==> config.mk <==
export PLATFORM = sky130hd
export DESIGN_NAME = qtable_update_sched
export DESIGN_NICKNAME = d
export VERILOG_FILES = /design/src/rtl/qtable_update_sched.sv
export SDC_FILE = /design/constraint.sdc
export NUM_CORES = 1
export LEC_CHECK = 0
export CAP_MARGIN = 15
export CORE_MARGIN = 4
export CORE_UTILIZATION = 68
export CTS_BUF_LIST = sky130_fd_sc_hd__clkbuf_16
export CTS_CLUSTER_DIAMETER = 80
export DETAILED_ROUTE_END_ITERATION = 10
export DONT_BUFFER_PORTS = 1
export PLACE_DENSITY = 0.88
export SYNTH_ARGS = -nofsm -noshare
export SYNTH_HDL_FRONTEND = slang
export SYNTH_SLANG_ARGS = --single-unit
==> constraint.sdc <==
create_clock -name clk -period 17.5 [get_ports clk]
set_input_delay 5.25 -clock clk [delete_from_list [all_inputs] [get_ports clk]]
set_output_delay 5.25 -clock clk [all_outputs]
set_load 0.02 [all_outputs]
==> src/rtl/qtable_update_sched.sv <==
// Ingress FIFO and dispatch sequencer for the Q-table update engine.
// Filters malformed packet types and reports drops, timeouts and table occupancy.
module qtable_update_sched #(
  parameter int unsigned WORD_WIDTH    = 16,
  parameter int unsigned FIFO_DEPTH    = 4,
  parameter int unsigned TIMEOUT       = 64,
  parameter int unsigned MAX_NEIGHBORS = 32
) (
  input  logic                  clk,
  input  logic                  rst,
  input  logic                  pkt_valid,
  output logic                  pkt_ready,
  input  logic [WORD_WIDTH-1:0] pkt_sourceID,
  input  logic [WORD_WIDTH-1:0] pkt_sourceHops,
  input  logic [WORD_WIDTH-1:0] pkt_clusterID,
  input  logic [WORD_WIDTH-1:0] pkt_energyLeft,
  input  logic [WORD_WIDTH-1:0] pkt_qValue,
  input  logic [WORD_WIDTH-1:0] pkt_knownCH,
  input  logic [2:0]            pkt_type,
  output logic                  en,
  output logic [WORD_WIDTH-1:0] fSourceID,
  output logic [WORD_WIDTH-1:0] fSourceHops,
  output logic [WORD_WIDTH-1:0] fClusterID,
  output logic [WORD_WIDTH-1:0] fEnergyLeft,
  output logic [WORD_WIDTH-1:0] fQValue,
  output logic [WORD_WIDTH-1:0] fKnownCH,
  output logic [2:0]            fPacketType,
  input  logic                  done,
  input  logic [WORD_WIDTH-1:0] neighborCount,
  output logic                  busy,
  output logic                  table_full,
  output logic                  timeout_err,
  output logic [7:0]            drop_count
);

  localparam int unsigned AW   = $clog2(FIFO_DEPTH);
  localparam int unsigned PktW = 6 * WORD_WIDTH + 3;
  localparam int unsigned WdW  = (TIMEOUT > 1) ? $clog2(TIMEOUT) : 1;

  localparam logic [WdW-1:0]        WdLast    = WdW'(TIMEOUT - 1);
  localparam logic [WdW-1:0]        WdOne     = WdW'(1);
  localparam logic [AW:0]           PtrOne    = (AW + 1)'(1);
  localparam logic [WORD_WIDTH-1:0] FullLevel = WORD_WIDTH'(MAX_NEIGHBORS);

  typedef enum logic [2:0] {StIdle, StLoad, StStart, StWait, StCool} state_e;

  state_e          state_q, state_d;
  logic [WdW-1:0]  wdog_q, wdog_d;
  logic [AW:0]     wr_ptr_q, rd_ptr_q;
  logic [PktW-1:0] mem_q [FIFO_DEPTH];
  logic [PktW-1:0] f_pkt_q;
  logic [PktW-1:0] pkt_in;
  logic            ready_q;
  logic            timeout_err_q;
  logic            table_full_q;
  logic [7:0]      drop_q;
  logic            set_timeout;

  logic fifo_empty, fifo_full, accept, bad_type, push, pop;

  assign fifo_empty = (wr_ptr_q == rd_ptr_q);
  assign fifo_full  = (wr_ptr_q[AW] != rd_ptr_q[AW]) &&
                      (wr_ptr_q[AW-1:0] == rd_ptr_q[AW-1:0]);

  // ready_q holds pkt_ready low until the first clock after reset release.
  assign pkt_ready = ready_q & ~fifo_full;
  assign accept    = pkt_valid & pkt_ready;
  assign bad_type  = (pkt_type == 3'b000) | (pkt_type == 3'b111);
  assign push      = accept & ~bad_type;
  assign pop       = (state_q == StLoad);

  assign pkt_in = {pkt_sourceID, pkt_sourceHops, pkt_clusterID, pkt_energyLeft,
                   pkt_qValue, pkt_knownCH, pkt_type};

  assign {fSourceID, fSourceHops, fClusterID, fEnergyLeft, fQValue, fKnownCH,
          fPacketType} = f_pkt_q;

  assign en          = (state_q == StStart);
  assign busy        = (state_q != StIdle);
  assign table_full  = table_full_q;
  assign timeout_err = timeout_err_q;
  assign drop_count  = drop_q;

  always_comb begin
    state_d     = state_q;
    wdog_d      = wdog_q;
    set_timeout = 1'b0;
    unique case (state_q)
      StIdle:  if (!fifo_empty) state_d = StLoad;
      StLoad:  state_d = StStart;
      StStart: begin
        state_d = StWait;
        wdog_d  = '0;
      end
      StWait: begin
        if (done) begin
          state_d = StCool;
        end else if (wdog_q == WdLast) begin
          set_timeout = 1'b1;
          state_d     = StCool;
        end else begin
          wdog_d = wdog_q + WdOne;
        end
      end
      StCool:  state_d = StIdle;
      default: state_d = StIdle;
    endcase
  end

  always_ff @(posedge clk or posedge rst) begin
    if (rst) begin
      state_q       <= StIdle;
      wdog_q        <= '0;
      wr_ptr_q      <= '0;
      rd_ptr_q      <= '0;
      f_pkt_q       <= '0;
      ready_q       <= 1'b0;
      timeout_err_q <= 1'b0;
      table_full_q  <= 1'b0;
      drop_q        <= '0;
    end else begin
      state_q      <= state_d;
      wdog_q       <= wdog_d;
      ready_q      <= 1'b1;
      table_full_q <= (neighborCount >= FullLevel);
      if (push) wr_ptr_q <= wr_ptr_q + PtrOne;
      if (pop) begin
        rd_ptr_q <= rd_ptr_q + PtrOne;
        f_pkt_q  <= mem_q[rd_ptr_q[AW-1:0]];
      end
      if (set_timeout) timeout_err_q <= 1'b1;
      if (accept && bad_type && (drop_q != 8'hff)) drop_q <= drop_q + 8'd1;
    end
  end

  // Storage needs no reset; the pointers alone define what is valid.
  always_ff @(posedge clk) begin
    if (push) mem_q[wr_ptr_q[AW-1:0]] <= pkt_in;
  end

endmodule
==> metrics <==
result of the run=completed; classification of the worst setup path=reg -> out; fraction of final layout cells with drive strength greater than 1=0.309; Post-CTS Hold Buffers=0; number of register bits inferred by synthesis=521; met1 Track Usage GR=0.310; GR Layer Usage met2=0.410; actual transition at the worst max-transition pin=1020 ps; number of nets in the synthesized netlist=980; Syn Inst Count=854; Mean Syn Cell Area=22.5 um2; number of global-route vias before repair=9250; largest net degree at the start of global routing=70; total instance count after detailed placement=1208; worst min-delay path class=reg -> reg; M3 GR Usage=0.0916; Clock Pin Slew Worst Setup and Hold Paths=60 ps; row count=61; effective utilization at floorplan=0.691; portion of the post-synthesis area used by sequential elements=0.780; chip height=176 um; data required time of the critical path=12250 ps; switching power=1.11 mW; Pins Over Slew Limit=0; TritonCTS clock tree=done; Switching Share=0.306; die area=0.0311 mm2; final HPWL from detailed placement=21000 um; slowest cell delay on critical path=890 ps; Critical Path AT=2130 ps; number of antenna violations at the first check in global routing=1; largest buffer count on any clock path=3; Setup TNS Final=0 ps; Clk network pwr share=0.264; leakage component of the power=7.21 nW; Clk Latency, worst-skew pair=530 ps; Worst setup SP type=register; Max Clock Skew=11.6 ps; antenna diode count=0; DR DRC count=0; GRT Total Usage=0.245; number of endpoints with negative hold slack in the final report=0; post-route cell area=0.0211 mm2; total internal power=2.53 mW; vias after detailed routing=8368; Combinational Power Share=0.214; PortBufs=0; post-cts gate resize count=0; worst rel slew slack=0.323; Post-Syn Area=0.0193 mm2; count of synthesis-stage warnings from yosys=0; overall overflow remaining after global route=0; sequential cell fraction of total power=0.523; post-detailed-route count of antenna-violating nets=0; Highest Clock Rate=136 MHz; cells traversed along the worst timing path=xor2_2 > o31a_1; IO Pins=231; Clock Sinks=521; Initial DRC Count=739; net count reported at finish=1007; final non-filler cell total=1297; via/cell ratio=6.45; core box area=0.0279 mm2; first-pass iteration count of the detailed router=5; placer congestion estimate=0.711; master of the slowest instance on the critical path=sky130_fd_sc_hd__dfrtp_4; number of violations of the max-capacitance limit=0; Buf/Inv on CP=0; post-route fraction of the period consumed by the critical path=0.422; CP Max Fanout=49; width of the die=176 um; top cell family by delay on the critical path=flip-flops; power density over the cells=172 mW/mm2; Setup Viol. Count Final=0; number of fill cells in the layout=1378; synthesis-to-layout area growth=9.77%; Yosys cell types=42; RSZ-0062 raised after global routing=no; Routed Wire Length=37100 um; WL/cell=28.6 um; R2R Setup Slk=13650 ps; number of buffers added by the clock tree synthesis step=49; placement-stage cell area=0.0197 mm2; Post-CTS Setup Repair Bufs=0; wire length of the first global-routing pass=57100 um; peak ir drop on the vdd network=0.103 mV; number of levels the H-tree was split into=2; final critical-path required period=7380 ps; root buffer cell=sky130_fd_sc_hd__clkbuf_16; crit path capture type=output port; most heavily used metal layer in global routing=met2
==> per-layer routing <==
layer  wire length [um]  vias up
met5                 13        -
met4                889        2
met3               3690       82
met2              19400      333
met1              13000     4448
li1                   -     3503
==> registers in the layout, summed over array words and instances, names as in the netlist <==
register and count:
ready_q 1, timeout_err 1, mem_q 396, wdog_q 6, state_q 3, wr_ptr_q 3, drop_count 8, rd_ptr_q 3
f_pkt_q 99, table_full 1
==> power by group through the flow <==
stage	Clock [mW]	Sequential, mW	Combinational, mW
2_1_floorplan	0	1.84	0.663
3_3_place_gp	0	1.91	0.747
3_5_place_dp	0	1.93	0.781
4_1_cts	0.978	1.91	0.795
5_1_grt	1.03	1.93	0.845
6_report	0.959	1.90	0.777
==> cells in the mapped netlist, drive strengths merged <==
cell | number | area, um2
edfxtp | 396 | 11900
dfrtp | 125 | 3130
mux2 | 104 | 1170
mux4 | 99 | 2230
buf | 29 | 134
xor2 | 10 | 95.1
nor2 | 9 | 33.8
nor4 | 9 | 62.6
inv | 8 | 30.0
ha | 7 | 87.6
nand2 | 7 | 26.3
clkbuf | 6 | 22.5
nand3 | 5 | 25.0
nor3 | 5 | 40.0
and2 | 4 | 25.0
xnor2 | 4 | 35.0
nand2b | 3 | 18.8
a31oi | 2 | 12.5
and3 | 2 | 12.5
mux2i | 2 | 20.0
nand4 | 2 | 12.5
a21oi | 1 | 5.00
a22o | 1 | 8.76
a311oi | 1 | 8.76
a32o | 1 | 10.0
a32oi | 1 | 8.76
a41o | 1 | 10.0
conb | 1 | 3.75
nand3b | 1 | 7.51
o21ai | 1 | 5.00
o21ba | 1 | 10.0
o21bai | 1 | 7.51
o2bb2ai | 1 | 8.76
o311ai | 1 | 26.3
o31a | 1 | 8.76
or2 | 1 | 6.26
or3 | 1 | 6.26
==> final cells by class <==
class,instances,area (um2),share of cell area
clock buffers,49,1230,0.0580
clock inverters,40,220,0.0104
inverters,8,35.0,0.00166
multi-input cells,290,4070,0.193
flip-flops and latches,521,15000,0.711
well taps,378,473,0.0224
repair buffers,11,82.6,0.00391
==> cell families after synthesis <==
logic type / Yosys count / share of synthesized area
flip-flops: 521 / 0.780
multiplexers: 205 / 0.178
AND/OR/NAND/NOR: 49 / 0.0144
buffers and inverters: 43 / 0.00968
AO/OA/AOI/OAI: 14 / 0.00676
XOR/XNOR: 14 / 0.00676
adder cells (fa/ha/maj): 7 / 0.00455
other: 1 / 0.000195
==> cells in the final DEF, fill, tap and decap left out, types with 3 or more instances in the layout <==
| cell | netlist | layout |
|---|---|---|
| sky130_fd_sc_hd__edfxtp_1 | 396 | 396 |
| sky130_fd_sc_hd__dfrtp_1 | 125 | 123 |
| sky130_fd_sc_hd__mux2_2 | 100 | 100 |
| sky130_fd_sc_hd__mux4_2 | 99 | 99 |
| sky130_fd_sc_hd__clkbuf_16 | 0 | 49 |
| sky130_fd_sc_hd__inv_1 | 8 | 20 |
| sky130_fd_sc_hd__clkinv_1 | 0 | 16 |
| sky130_fd_sc_hd__buf_4 | 0 | 11 |
| sky130_fd_sc_hd__xor2_1 | 9 | 9 |
| sky130_fd_sc_hd__nor2_1 | 9 | 9 |
| sky130_fd_sc_hd__nor4_1 | 8 | 8 |
| sky130_fd_sc_hd__nand2_1 | 7 | 7 |
| sky130_fd_sc_hd__ha_1 | 7 | 7 |
| sky130_fd_sc_hd__clkinv_2 | 0 | 7 |
| sky130_fd_sc_hd__nand3_1 | 5 | 5 |
| sky130_fd_sc_hd__xnor2_1 | 4 | 4 |
| sky130_fd_sc_hd__mux2_1 | 4 | 4 |
| sky130_fd_sc_hd__nand2b_1 | 3 | 3 |
| sky130_fd_sc_hd__and2_4 | 0 | 3 |
==> stage by stage <==
| stage | total power [mW] | setup WS, ps | util | hold WS [ps] |
|---|---|---|---|---|
| after floorplan | 2.50 | 5970 | - | 462 |
| after detailed placement | 2.71 | 9680 | 0.707 | 484 |
| after global placement | 2.66 | 9730 | 0.707 | 476 |
| after CTS | 3.68 | 10060 | 0.759 | 493 |
| final | 3.64 | 10120 | 0.759 | 490 |
| after global routing | 3.80 | 10030 | 0.759 | 506 |
==> path summary, 6_finish.rpt <==
kind	start	cells past startpoint	to
max	rd_ptr_q[1]	2	pkt_ready
min	rd_ptr_q[2]	1	rd_ptr_q[2]
max reg2reg	rd_ptr_q[1]	5	mem_q[1][94]
min reg2reg	rd_ptr_q[2]	1	rd_ptr_q[2]
max in group asynchronous	rst	2	rd_ptr_q[1]
min in group asynchronous	rst	1	drop_count[3]
Power figures use the tool's default switching activity.
